**src/rtl/bubble_sequencer.sv**
```systemverilog
// Purpose: sequences one bubble-memory page access (seek, replicate, read, stop) against TimingGenerator position steps.
// Latency: every output is registered and changes one master_clock after the step/start/coil event that causes it.
// Backpressure: none; start is accepted only in IDLE and dropped while busy, no request is queued.
//
// Ports:
//   master_clock         system clock, all logic on its rising edge
//   reset                asynchronous active-high reset
//   start                access request pulse, sampled only in IDLE
//   target_position      loop position at which replication begins
//   bootloop_select      1 = bootloop/program page, 0 = data page
//   position_change      TimingGenerator position notification (multi-cycle, active high)
//   coil_enable          TimingGenerator COIL RUN, active low
//   bubble_shift_enable  shift request, active low
//   replicator_enable    replicator request, active low
//   bootloop_enable      bootloop page request, active high
//   busy                 high in any state other than IDLE
//   done                 one-cycle pulse at the end of an access
//   error                qualified by done; target was out of range
//   bit_strobe           one-cycle pulse per read bit position
//   bit_index            index of the bit carried by bit_strobe
//   current_position     tracked loop position
module bubble_sequencer #(
    parameter int POSITIONS = 2053,
    parameter int PAGE_BITS = 584
) (
    input  logic        master_clock,
    input  logic        reset,
    input  logic        start,
    input  logic [11:0] target_position,
    input  logic        bootloop_select,
    input  logic        position_change,
    input  logic        coil_enable,
    output logic        bubble_shift_enable,
    output logic        replicator_enable,
    output logic        bootloop_enable,
    output logic        busy,
    output logic        done,
    output logic        error,
    output logic        bit_strobe,
    output logic [9:0]  bit_index,
    output logic [11:0] current_position
);

    localparam logic [11:0] LAST_POSITION  = 12'(POSITIONS - 1);
    localparam logic [12:0] POSITION_LIMIT = 13'(POSITIONS);
    localparam logic [9:0]  LAST_BIT       = 10'(PAGE_BITS - 1);

    typedef enum logic [2:0] {
        IDLE,
        SEEK,
        REPLICATE,
        READ,
        STOP,
        DONE
    } state_t;

    state_t      state;
    logic        position_change_q;
    logic        step;
    logic        target_valid;
    logic [11:0] next_position;
    logic [11:0] target_q;
    logic [9:0]  read_count;
    logic        error_q;

    // A notification is a single step no matter how many cycles it stays high.
    assign step          = position_change & ~position_change_q;
    assign next_position = (current_position == LAST_POSITION) ? 12'd0 : current_position + 12'd1;
    assign target_valid  = ({1'b0, target_position} < POSITION_LIMIT);

    // Loop position follows the bubbles only while the shift request is active.
    always_ff @(posedge master_clock or posedge reset) begin
        if (reset) begin
            position_change_q <= 1'b0;
            current_position  <= 12'd0;
        end else begin
            position_change_q <= position_change;
            if (step && !bubble_shift_enable) begin
                current_position <= next_position;
            end
        end
    end

    always_ff @(posedge master_clock or posedge reset) begin
        if (reset) begin
            state               <= IDLE;
            bubble_shift_enable <= 1'b1;
            replicator_enable   <= 1'b1;
            bootloop_enable     <= 1'b0;
            busy                <= 1'b0;
            done                <= 1'b0;
            error               <= 1'b0;
            bit_strobe          <= 1'b0;
            bit_index           <= 10'd0;
            target_q            <= 12'd0;
            read_count          <= 10'd0;
            error_q             <= 1'b0;
        end else begin
            done       <= 1'b0;
            error      <= 1'b0;
            bit_strobe <= 1'b0;
            case (state)
                IDLE: begin
                    if (start) begin
                        busy     <= 1'b1;
                        target_q <= target_position;
                        if (target_valid) begin
                            state               <= SEEK;
                            bubble_shift_enable <= 1'b0;
                            bootloop_enable     <= bootloop_select;
                            error_q             <= 1'b0;
                        end else begin
                            // Out-of-range target: report without ever shifting.
                            state   <= DONE;
                            error_q <= 1'b1;
                        end
                    end
                end
                SEEK: begin
                    // Compare against the post-step position, so a target equal to the
                    // entry position costs a full revolution.
                    if (step && (next_position == target_q)) begin
                        state             <= REPLICATE;
                        replicator_enable <= 1'b0;
                    end
                end
                REPLICATE: begin
                    if (step) begin
                        state             <= READ;
                        replicator_enable <= 1'b1;
                        bit_index         <= 10'd0;
                        read_count        <= 10'd0;
                    end
                end
                READ: begin
                    if (step) begin
                        // bit_index is loaded alongside the strobe so both present the same bit.
                        bit_strobe <= 1'b1;
                        bit_index  <= read_count;
                        read_count <= read_count + 10'd1;
                        if (read_count == LAST_BIT) begin
                            state               <= STOP;
                            bubble_shift_enable <= 1'b1;
                            replicator_enable   <= 1'b1;
                        end
                    end
                end
                STOP: begin
                    if (coil_enable) begin
                        state <= DONE;
                    end
                end
                DONE: begin
                    done            <= 1'b1;
                    error           <= error_q;
                    bootloop_enable <= 1'b0;
                    busy            <= 1'b0;
                    state           <= IDLE;
                end
                default: begin
                    state <= IDLE;
                end
            endcase
        end
    end

endmodule

```
**config.mk**
```make
export PLATFORM = sky130hd
export DESIGN_NAME = bubble_sequencer
export DESIGN_NICKNAME = d
export VERILOG_FILES = /design/src/rtl/bubble_sequencer.sv
export SDC_FILE = /design/constraint.sdc
export NUM_CORES = 1
export LEC_CHECK = 0
export CAP_MARGIN = 10
export CORE_ASPECT_RATIO = 0.8
export CORE_MARGIN = 2
export CORE_UTILIZATION = 58
export DETAILED_ROUTE_END_ITERATION = 10
export PLACE_DENSITY = 0.85
export SLEW_MARGIN = 20
export SYNTH_ARGS = -nofsm -noshare
export SYNTH_HDL_FRONTEND = slang
export SYNTH_SLANG_ARGS = --single-unit
```
**constraint.sdc**
```tcl
create_clock -name master_clock -period 5.1 [get_ports master_clock]
set_input_delay 1.53 -clock master_clock [delete_from_list [all_inputs] [get_ports master_clock]]
set_output_delay 1.53 -clock master_clock [all_outputs]
set_load 0.02 [all_outputs]
```
==> results.py <==
metrics = {
    "timing": {
        "fin_tns_setup_ns": 0,
        "relSlewSlack_pct": 42.9,
        "worst_pin_slew_ns": 0.856,
        "layout_min_cycle_time_ns": 3.48,
        "timing.final.crit_share_pct": 68.2,
        "timing_hold_violations_final": 0,
        "setup_ws_ns": 1.62,
        "fin_skew_ns": 0.00884,
        "maxSlewViolCount": 0,
        "rsz0062_at_grt": "false",
        "setup-violations-final": 0,
        "fmax_mhz": 288,
    },
    "yosys": {
        "yosysUniqueCellTypes": 52,
        "synth.cell_area_um2": 2990,
        "synth-seq-cells": 56,
        "ys_warn_count": 0,
        "syn_nets": 341,
        "netlist_instances": 320,
        "ys_seq_area_share_pct": 46.9,
        "syn_avg_cell_area_um2": 9.35,
    },
    "worst_setup_path": {
        "arrival_ns": 3.73,
        "crit_path_max_fanout": 31,
        "crit_path_end": "read_count[2]$_DFFE_PP0P_",
        "startpoint_type": "input port",
        "worstSetupStartpoint": "position_change",
        "ff2ff_path_depth": 9,
        "critPathCaptureType": "register",
        "r2r_end": "replicator_enable$_DFFE_PP1P_",
        "reg2reg_slack_ns": 2.65,
        "required_ns": 5.35,
        "r2r_start": "current_position[0]$_DFFE_PP0P_",
        "crit_type": "in2reg",
    },
    "route": {
        "drtIter0Drc": 255,
        "ant_nets": 0,
        "num_vias": 2537,
        "vias_per_cell": 6.00,
        "drc": 0,
        "post_drt_wl_per_cell_um": 16.2,
        "wirelength_mm": 6.84,
        "drt-pass1-iter-count": 5,
    },
    "global_route": {
        "grt_overflow_total": 0,
        "grt_pass1_wl_mm": 11.3,
        "first_global_vias": 2313,
        "grt_max_degree": 38,
        "antenna_found_initial": 0,
        "grt_usage_pct": 25.7,
    },
    "hold_path": {
        "min_delay_path_depth": 2,
        "min_path_type": "reg2reg",
        "worstHoldStart": "bit_index[8]$_DFFE_PP0P_",
    },
    "clock_network": {
        "clkTransAtPathRegs_ns": 0.10,
        "ctsHtreeMaxLevel": 2,
        "root_buffer": "clkbuf_8",
        "cts_hold_buf": 0,
        "cts_resized": 0,
        "clk_path_buf_depth": 2,
        "cts_sinks": 56,
        "cts_tree": "yes",
        "postCtsSetupBuffers": 0,
        "clk_latency_ns": 0.32,
        "cts_buffers": 5,
    },
    "place": {
        "placement.setup.worst_slack_ns": 1.31,
        "hpwl_mm": 4.79,
        "place.gp.congestion": 0.919,
        "port_buffers": 46,
    },
    "power_and_ir_drop": {
        "clockPowerShare_pct": 20.9,
        "p_int_mw": 0.910,
        "p_sw_share_pct": 35.7,
        "switching_power_mw": 0.505,
        "seqPwrFrac_pct": 46.9,
        "power.density_nw_per_um2": 397,
        "leakage_nw": 1.51,
        "p_comb_share_pct": 32.2,
        "ir_drop_mv": 0.304,
    },
    "cells_and_area": {
        "syn_to_final_growth_pct": 19.2,
        "antennaDiodeCount": 0,
        "finalNetCount": 381,
        "drive_gt1_share_pct": 10.2,
    },
    "run_status": {
        "status": "finished, final reports clean",
    },
    "die": {
        "coreArea_um2": 4980,
        "row_count": 23,
        "die_w_um": 84.3,
        "initial_core_util_pct": 60.1,
        "io_pins": 47,
        "die_h_um": 68.2,
        "die-area_um2": 5750,
    },
    "job": {
        "max_cap_violations": 0,
    },
}
state kept, by name, indices dropped and copies added (netlist names), 3 cells and up:
| signal | flops |
|---|---|
| read_count | 10 |
| current_position | 12 |
| target_q | 12 |
| bit_index | 10 |
| state | 3 |
how the worst min path moves through the flow:
stage | to | slack (ns)
after detailed placement | bit_index[8]$_DFFE_PP0P_ | 0.47
after global routing | bit_index[8]$_DFFE_PP0P_ | 0.52
after CTS | bit_index[8]$_DFFE_PP0P_ | 0.50
after floorplan | error$_DFF_PP0_ | 0.46
after global placement | busy$_DFFE_PP0P_ | 0.46
final | bit_index[8]$_DFFE_PP0P_ | 0.49
layout make-up:
| cell class | count | area (um2) |
|---|---|---|
| repair buffers | 48 | 475 |
| flip-flops and latches | 56 | 1400 |
| fillers | 377 | 1410 |
| clock buffers | 6 | 72.6 |
| well taps | 62 | 77.6 |
| inverters | 13 | 48.8 |
| clock inverters | 2 | 35.0 |
| multi-input cells | 236 | 1450 |
routing by layer:
| metal | track usage (%) | share of wire, % | up-vias |
|---|---|---|---|
| li1 | - | - | 1208 |
| met1 | 37.9 | 48 | 1212 |
| met2 | 37.3 | 43 | 103 |
| met3 | 6.63 | 7.1 | 14 |
| met4 | 8.27 | 1.9 | 0 |
| met5 | 0 | 0 | - |
critical path, cell delays in order:
cell	delay, ns
clkdlybuf4s50_1	0.49
nand2b_1	0.14
or3_1	0.70
inv_1	0.26
nand2_1	0.20
inv_1	0.18
nand2_1	0.06
o21ai_0	0.16
metrics by stage:
step / cell area [um2] / hold WS, ns / power (mW) / instances / util (%)
floorplan: 2990 / 0.459 / 0.973 / 320 / -
global placement: 3460 / 0.463 / 1.10 / 415 / 69.5
detailed placement: 3460 / 0.472 / 1.12 / 415 / 69.5
CTS: 3570 / 0.496 / 1.42 / 423 / 71.7
global route: 3570 / 0.518 / 1.50 / 423 / 71.7
finish: 3570 / 0.489 / 1.42 / 423 / 71.7
cell families (layout without fill, tap and decap cells):
logic type	count (synthesis)	in the layout	share of synthesized area [%]
and+or+nand+nor	130	130	22.4
AOI/OAI and AO/OA	74	74	15.1
DFF	56	56	46.9
buffers and inverters	28	69	4.47
muxes	15	15	5.48
xor gates and xnor gates	14	14	4.35
adders and majority gates	3	3	1.25
power by group through the flow:
| stage | Combinational, mW | Clock, mW | Sequential, mW |
|---|---|---|---|
| final | 0.456 | 0.296 | 0.664 |
| after global routing | 0.506 | 0.315 | 0.678 |
| after CTS | 0.455 | 0.301 | 0.660 |
| after detailed placement | 0.451 | 0 | 0.665 |
| after global placement | 0.436 | 0 | 0.660 |
| after floorplan | 0.335 | 0 | 0.638 |
Yosys cell counts, drive strengths merged:
cell / number / share of area, %
nand2: 58 / 7.3
dfrtp: 54 / 45
o21ai: 35 / 5.9
nor2: 19 / 2.4
nand3: 15 / 2.7
inv: 12 / 1.5
a21oi: 11 / 1.8
mux2: 11 / 4.1
xnor2: 9 / 2.6
clkbuf: 8 / 1.0
o31ai: 8 / 2.0
buf: 7 / 1.8
nand4: 5 / 1.3
nor3: 5 / 1.4
or3: 5 / 1.0
xor2: 5 / 1.7
and3: 4 / 1.2
mux2i: 4 / 1.3
nor3b: 4 / 1.0
nor4b: 4 / 1.6
a21o: 3 / 0.75
and4: 3 / 0.96
ha: 3 / 1.3
o21a: 3 / 0.75
o311ai: 3 / 0.88
or2: 3 / 0.63
a31oi: 2 / 0.42
dfstp: 2 / 1.8
nand2b: 2 / 0.42
nor4: 2 / 0.42
o2111ai: 2 / 0.59
a211o: 1 / 0.29
a31o: 1 / 0.29
a32o: 1 / 0.33
a32oi: 1 / 0.29
and2: 1 / 0.21
clkinv: 1 / 0.13
o22ai: 1 / 0.21
o31a: 1 / 0.29
o41ai: 1 / 0.29
cells in the final DEF, fill, tap and decap left out, types with 2 or more instances in the layout:
cell,netlist,layout
nand2_1,58,58
or2_2,3,3
nand2b_1,2,2
nor4_1,2,2
and4_1,2,2
o311ai_1,2,2
inv_1,12,11
xor2_1,4,4
nor3_1,3,3
mux2i_1,4,4
buf_4,3,2
ha_1,3,3
nand4_1,4,4
a21o_1,3,3
mux2_2,11,11
a21oi_1,11,11
nor4b_2,2,2
or3_1,5,5
nor2_1,19,19
a31oi_1,2,2
dfstp_2,2,2
clkbuf_8,0,5
o31ai_1,8,8
and3_4,2,2
nand3_1,14,14
nor4b_1,2,2
o21a_1,3,3
clkdlybuf4s50_1,0,46
o2111ai_1,2,2
dfrtp_1,54,54
o21ai_0,34,34
nor3b_1,4,4
and3_1,2,2
xnor2_1,9,9
No activity file was read; power rests on OpenSTA's default activity.
==> edit 1, RTL diff (config.mk and constraints unchanged) <==
Encoding of `state_t`: now one-hot (6 bits for 6 states).
--- a/src/rtl/bubble_sequencer.sv
+++ b/src/rtl/bubble_sequencer.sv
@@ -45,13 +45,13 @@
     localparam logic [12:0] POSITION_LIMIT = 13'(POSITIONS);
     localparam logic [9:0]  LAST_BIT       = 10'(PAGE_BITS - 1);
 
-    typedef enum logic [2:0] {
-        IDLE,
-        SEEK,
-        REPLICATE,
-        READ,
-        STOP,
-        DONE
+    typedef enum logic [5:0] {
+        IDLE      = 6'b000001,
+        SEEK      = 6'b000010,
+        REPLICATE = 6'b000100,
+        READ      = 6'b001000,
+        STOP      = 6'b010000,
+        DONE      = 6'b100000
     } state_t;
 
     state_t      state;
Check against the original RTL: no difference found for any inputs over 10 cycles, from zero or initial values and one cycle with reset high; not proved beyond that.
==> edit 1 against the unedited design <==
Wire length decreased by 3.5%. Sequential cell count increased by 3. Setup slack improved by 0.35 ns. Hold slack got worse by 0.0058 ns. Area after synthesis about the same. Combinational power increased by 2%. Final area increased by 3.6%. Synthesized cell count decreased by 9.7%. Power increased by 16%. Non-clock buffer count decreased by 1. Cell count decreased by 5.2%.
==> edit 1: results (changes against the unedited design) <==
** Global routing
- Pin count of the biggest net entering global routing :: 40 (+5.3%)
- The overall global routing resource usage is 25.9% (+0.15 points).
- The first-pass GRT wire length was 11300 um (-0.36%).
- The number of antenna violations at the first check in global routing came to 0 (unchanged).
- The number of global-route vias before repair came to 2330 (+0.73%).

** Critical path
- Kind of cell adding the most delay to the critical path :: buffers and inverters
- Data arrival at the endpoint of the critical path :: 1.60 ns (-2.13 ns)
- Maximum cell stage delay along the critical path :: 0.68 ns (-0.02 ns)
- Largest fanout on the critical path :: 10 (-68%)
- Critical path's slowest cell :: clkdlybuf4s50_1

** Routing
- DR vias/cell :: 6.05 (+0.95%)
- Total wire length :: 6600 um (-3.5%)
- Detailed Route Iter0 Violations :: 159 (-38%)
- Router iterations before antenna repair :: 5 (unchanged)

** STA
- Worst-margin pin slew :: 0.798 ns (-0.0580 ns)
- Layout Skew :: 0.00364 ns (-0.00520 ns)

** Clocking
- TritonCTS Buffers :: 9 (+4)
- The root buffer cell chosen for the clock tree is clkbuf_8.
- Clock transition at the registers of the reported paths :: 0.07 ns (-0.03 ns)
- The worst-case clock buffer depth came to 2 (unchanged).
- Max H-tree Level :: 3 (+1)
- The clock network latency to the later pin of the worst-skew pair is 0.34 ns (+0.02 ns).

** Cells and area
- Number of fill cells :: 376 (-0.27%)
- Share of layout cells above drive strength 1 :: 13.3% (+3.0 points)
- Footprint of the flip-flops and latches :: 0.00148 mm2 (+5.4%)
- The number of nets at the end of the flow came to 355 (-6.8%).
- Largest regs :: current_position (12), target_q (12)
- N_diodes :: 0 (unchanged)

** Pwr
- The fraction of power spent switching nets came to 32.9% (-2.7 points).
- Peak supply drop :: 292 uV (-4.1%)
- Leakage :: 0.00156 uW (+3.5%)

** Placed design
- Gp weighted congestion :: 0.822 (-11%)
- The total half-perimeter wirelength after legalization and detailed placement came to 4670 um (-2.5%).
- Number of input and output port buffers inserted :: 46 (unchanged)

** Synth
- Sequential fraction of the synthesis area :: 49.5% (+2.6 points)
- Cell with the most instances after synthesis :: dfrtp_1
- Synth cell count leaders :: dfrtp_1 (56), o21ai_0 (26), nand2_1 (23)
- Post-Synthesis Net Count :: 310 (-9.1%)
- Top cells by area, synth :: dfrtp_1 (47%), mux2_2 (4.9%), xnor2_1 (4.4%), o21ai_0 (4.4%), a22o_1 (3.2%)

** Run status
- Run status :: complete, no violations
==> edit 1: cell types whose count changed in the layout (fill, tap and decap cells not counted), moves of 5 or more <==
cell / delta
clkbuf_8: +5
a22o_1: +11
inv_1: -6
nand2_1: -35
o21ai_0: -8
and3_1: +6
nand3_1: -7
xnor2_1: +6
nor3_1: +7
==> edit 1: cells by family (layout without fill, tap and decap cells) <==
| kind of cell | count (synthesis) | after routing | synth area share, % |
|---|---|---|---|
| fa+ha+maj | 3 | 3 | 1.26 |
| flops | 59 | 59 | 49.5 |
| compound gates | 62 | 62 | 13.7 |
| buf+inv | 20 | 70 | 3.31 |
| simple gates | 106 | 106 | 19.6 |
| mux | 16 | 16 | 5.90 |
| xor+xnor | 23 | 23 | 6.74 |
==> edit 1: path summary, 6_finish.rpt <==
check / to / startpoint / cells past startpoint / slack [ns]
setup / recovery: current_position[0] / current_position[0]$_DFFE_PP0P_ / 1 / 1.97
hold / removal: error$_DFF_PP0_ / error_q$_DFFE_PP0P_ / 1 / 0.48
setup reg to reg: read_count[4]$_DFFE_PP0P_ / state[4]$_DFFE_PP0P_ / 5 / 2.66
hold reg to reg: error$_DFF_PP0_ / error_q$_DFFE_PP0P_ / 1 / 0.48
max in group asynchronous: target_q[11]$_DFFE_PP0P_ / reset / 3 / 2.65
min in group asynchronous: current_position[8]$_DFFE_PP0P_ / reset / 2 / 1.67
==> edit 1: power groups by stage <==
stage,logic (uW),clock network (uW),registers (uW)
after floorplan,326,0,682
after global placement,446,0,690
after detailed placement,462,0,697
after CTS,466,486,690
after global routing,512,514,710
final,466,479,692
==> edit 1: per-stage QoR <==
step / instances / cell area, um2 / setup WS [ns]
2_1_floorplan: 289 / 2990 / 2.12
5_1_grt: 401 / 3700 / 1.87
3_3_place_gp: 385 / 3470 / 1.69
3_5_place_dp: 385 / 3470 / 1.65
6_report: 401 / 3700 / 1.97
4_1_cts: 401 / 3690 / 1.96
==> edit 1: cell type report <==
class                   count  share of cell area (%)
flip-flops and latches     59                    40.0
multi-input cells         210                    38.2
repair buffers             47                    12.7
clock buffers              10                    3.72
inverters                   7                   0.846
clock inverters             6                    2.40
well taps                  62                    2.10
==> edit 1: metal layers <==
metal	GRT usage, %	share of wire [%]
met1	34.5	47
met2	40.9	46
met3	8.93	6.6
met4	7.26	1.0
met5	0	0
==> edit 2, RTL diff (same settings) <==
Made on the original files. Set the parameter `POSITIONS` to 1026 (it was 2053).
--- a/src/rtl/bubble_sequencer.sv
+++ b/src/rtl/bubble_sequencer.sv
@@ -20,7 +20,7 @@
 //   bit_index            index of the bit carried by bit_strobe
 //   current_position     tracked loop position
 module bubble_sequencer #(
-    parameter int POSITIONS = 2053,
+    parameter int POSITIONS = 1026,
     parameter int PAGE_BITS = 584
 ) (
     input  logic        master_clock,
Formal check against the unedited RTL: not equivalent (a bounded check fails within 4 cycles, from zero or initial values and one cycle with reset high).
==> edit 2 against the unedited design <==
Maximum frequency is 3.1% higher. Sequential cell count did not move. Hold slack got worse by 0.0023 ns. Final area down 0.14%. Power fell by 0.70%. Clock skew down 0.0043 ns. Wire length hardly changed. Via count rose by 0.59%. Setup slack improved by 0.10 ns. Sequential share of layout area grew 0.055 points. Area after synthesis is 0.42% lower. Largest cell class unchanged.
==> edit 2: results (changes against the unedited design) <==
** Clocking
- Clock tree synthesis selected as its root buffer the cell clkbuf_8.
- Max H-tree Level :: 2 (unchanged)

** STA
- Hold slack final :: 0.487 ns (-0.00230 ns)
- The worst max-slew margin expressed relative to the limit came to 44.4% (+1.5 points).
- Layout Skew :: 0.00456 ns (-0.00428 ns)

** Cells and area
- The number of inserted filler cells in the final layout came to 382 (+1.3%).
- Post-layout nets :: 386 (+1.3%)
- The proportion of layout cells with a drive suffix above 1 came to 7.38% (-2.9 points).
- Largest regs :: current_position (12), target_q (12)

** Routing
- Detailed Route Iter0 Violations :: 272 (+6.7%)
- The number of nets with antenna violations after detailed routing was 0 (unchanged).
- Wire length per cell :: 16.0 um (-1.1%)
- The total number of vias was 2552 (+0.59%).

** Synth
- Sorting the synthesized cells by area gives the leading types as dfrtp_1 (45%), nand2_1 (7.6%), o21ai_0 (5.5%), mux2_2 (3.8%), xnor2_1 (2.9%).
- The commonest cells after synthesis are nand2_1 (60), dfrtp_1 (54), o21ai_0 (33).
- The share of the yosys chip area belonging to registers came to 47.1% (+0.20 points).
- Post-Synthesis Net Count :: 348 (+2.1%)
- Count of unique library cells instantiated by Yosys :: 48 (-7.7%)
- Count of warnings emitted by yosys :: 0 (unchanged)
- Async S/R FF share, synth :: 100% (unchanged)

** Global routing
- The number of global-route vias before repair was 2220 (-4.0%).
- Number of antenna violations at the first check in global routing :: 0 (unchanged)
- The first-pass GRT wire length is 11000 um (-3.4%).
- The overall global routing resource usage was 24.7% (-0.99 points).
- The maximum number of pins on one net before global-route repair is 42 (+11%).

** Critical path
- The number of cells traversed by the worst register-to-register path came to 7 (-2).
- The arrival time of the worst setup path is 3.61 ns (-0.12 ns).
- Largest fanout on the critical path :: 6 (-81%)
- Setup slack of the worst register-to-register path :: 1.92 ns (-0.73 ns)

** Pwr
- Peak supply drop :: 255 uV (-16%)
- Leakage :: 0.00149 uW (-1.3%)

** Run status
- The run finished with clean final reports.

** Placed design
- The total half-perimeter wirelength after legalization and detailed placement was 4980 um (+3.8%).
- The final RePlAce weighted congestion came to 0.920 (about the same).

** Worst hold path
- Endpoint with the worst hold slack :: bit_index[0]$_DFFE_PP0P_
- In this run the most critical hold path is launched from bit_index[0]$_DFFE_PP0P_.
- Number of instances on the worst hold path :: 2 (unchanged)
==> edit 2: worst max-delay path, stage by stage <==
cell	delay, ns
clkdlybuf4s50_1	0.47
nor2b_1	0.35
o2111a_1	0.26
o2111a_1	0.17
nand4_1	0.12
or4_4	0.56
a2bb2oi_1	0.15
==> edit 2: metal layers <==
| layer | vias to the layer above | global-route usage (%) | wire length, um |
|---|---|---|---|
| li1 | 1226 | - | - |
| met1 | 1190 | 37.7 | 3270 |
| met2 | 126 | 35.3 | 2970 |
| met3 | 10 | 6.39 | 533 |
| met4 | 0 | 5.85 | 75 |
| met5 | - | 0 | 0 |
==> edit 2: layout make-up <==
type / count / area share [%]
repair buffers: 48 / 13.3
multi-input cells: 242 / 40.8
clock buffers: 7 / 2.14
inverters: 12 / 1.26
flip-flops and latches: 56 / 39.4
well taps: 62 / 2.18
clock inverters: 1 / 0.843
==> edit 2: worst max-delay path by stage <==
stage | from | depth (start not counted) | to
floorplan | position_change | 6 | replicator_enable$_DFFE_PP1P_
global placement | position_change | 7 | replicator_enable$_DFFE_PP1P_
detailed placement | position_change | 7 | replicator_enable$_DFFE_PP1P_
CTS | position_change | 7 | replicator_enable$_DFFE_PP1P_
global route | position_change | 7 | replicator_enable$_DFFE_PP1P_
finish | position_change | 7 | replicator_enable$_DFFE_PP1P_
==> edit 2: report_power, final <==
group | switching, uW | internal, uW
clock | 142 | 147
sequential | 116 | 533
combinational | 239 | 228
==> edit 2: cell families after synthesis <==
| kind of cell | Yosys count | synth area share [%] |
|---|---|---|
| AND/OR/NAND/NOR | 142 | 23.1 |
| adder cells (fa/ha/maj) | 3 | 1.26 |
| buffers and inverters | 29 | 4.07 |
| flip-flops | 56 | 47.1 |
| multiplexers | 14 | 5.12 |
| XOR/XNOR | 17 | 5.50 |
| AO/OA/AOI/OAI | 66 | 13.8 |
==> edit 2: through the flow <==
| stage | setup WS (ns) | total power [uW] | std cells | utilization, % | instance area, um2 |
|---|---|---|---|---|---|
| global route | 1.66 | 1480 | 428 | 71.6 | 3560 |
| global placement | 1.49 | 1100 | 420 | 69.4 | 3460 |
| CTS | 1.75 | 1400 | 428 | 71.6 | 3560 |
| finish | 1.73 | 1410 | 428 | 71.6 | 3560 |
| floorplan | 2.09 | 945 | 327 | - | 2980 |
| detailed placement | 1.45 | 1110 | 420 | 69.4 | 3460 |
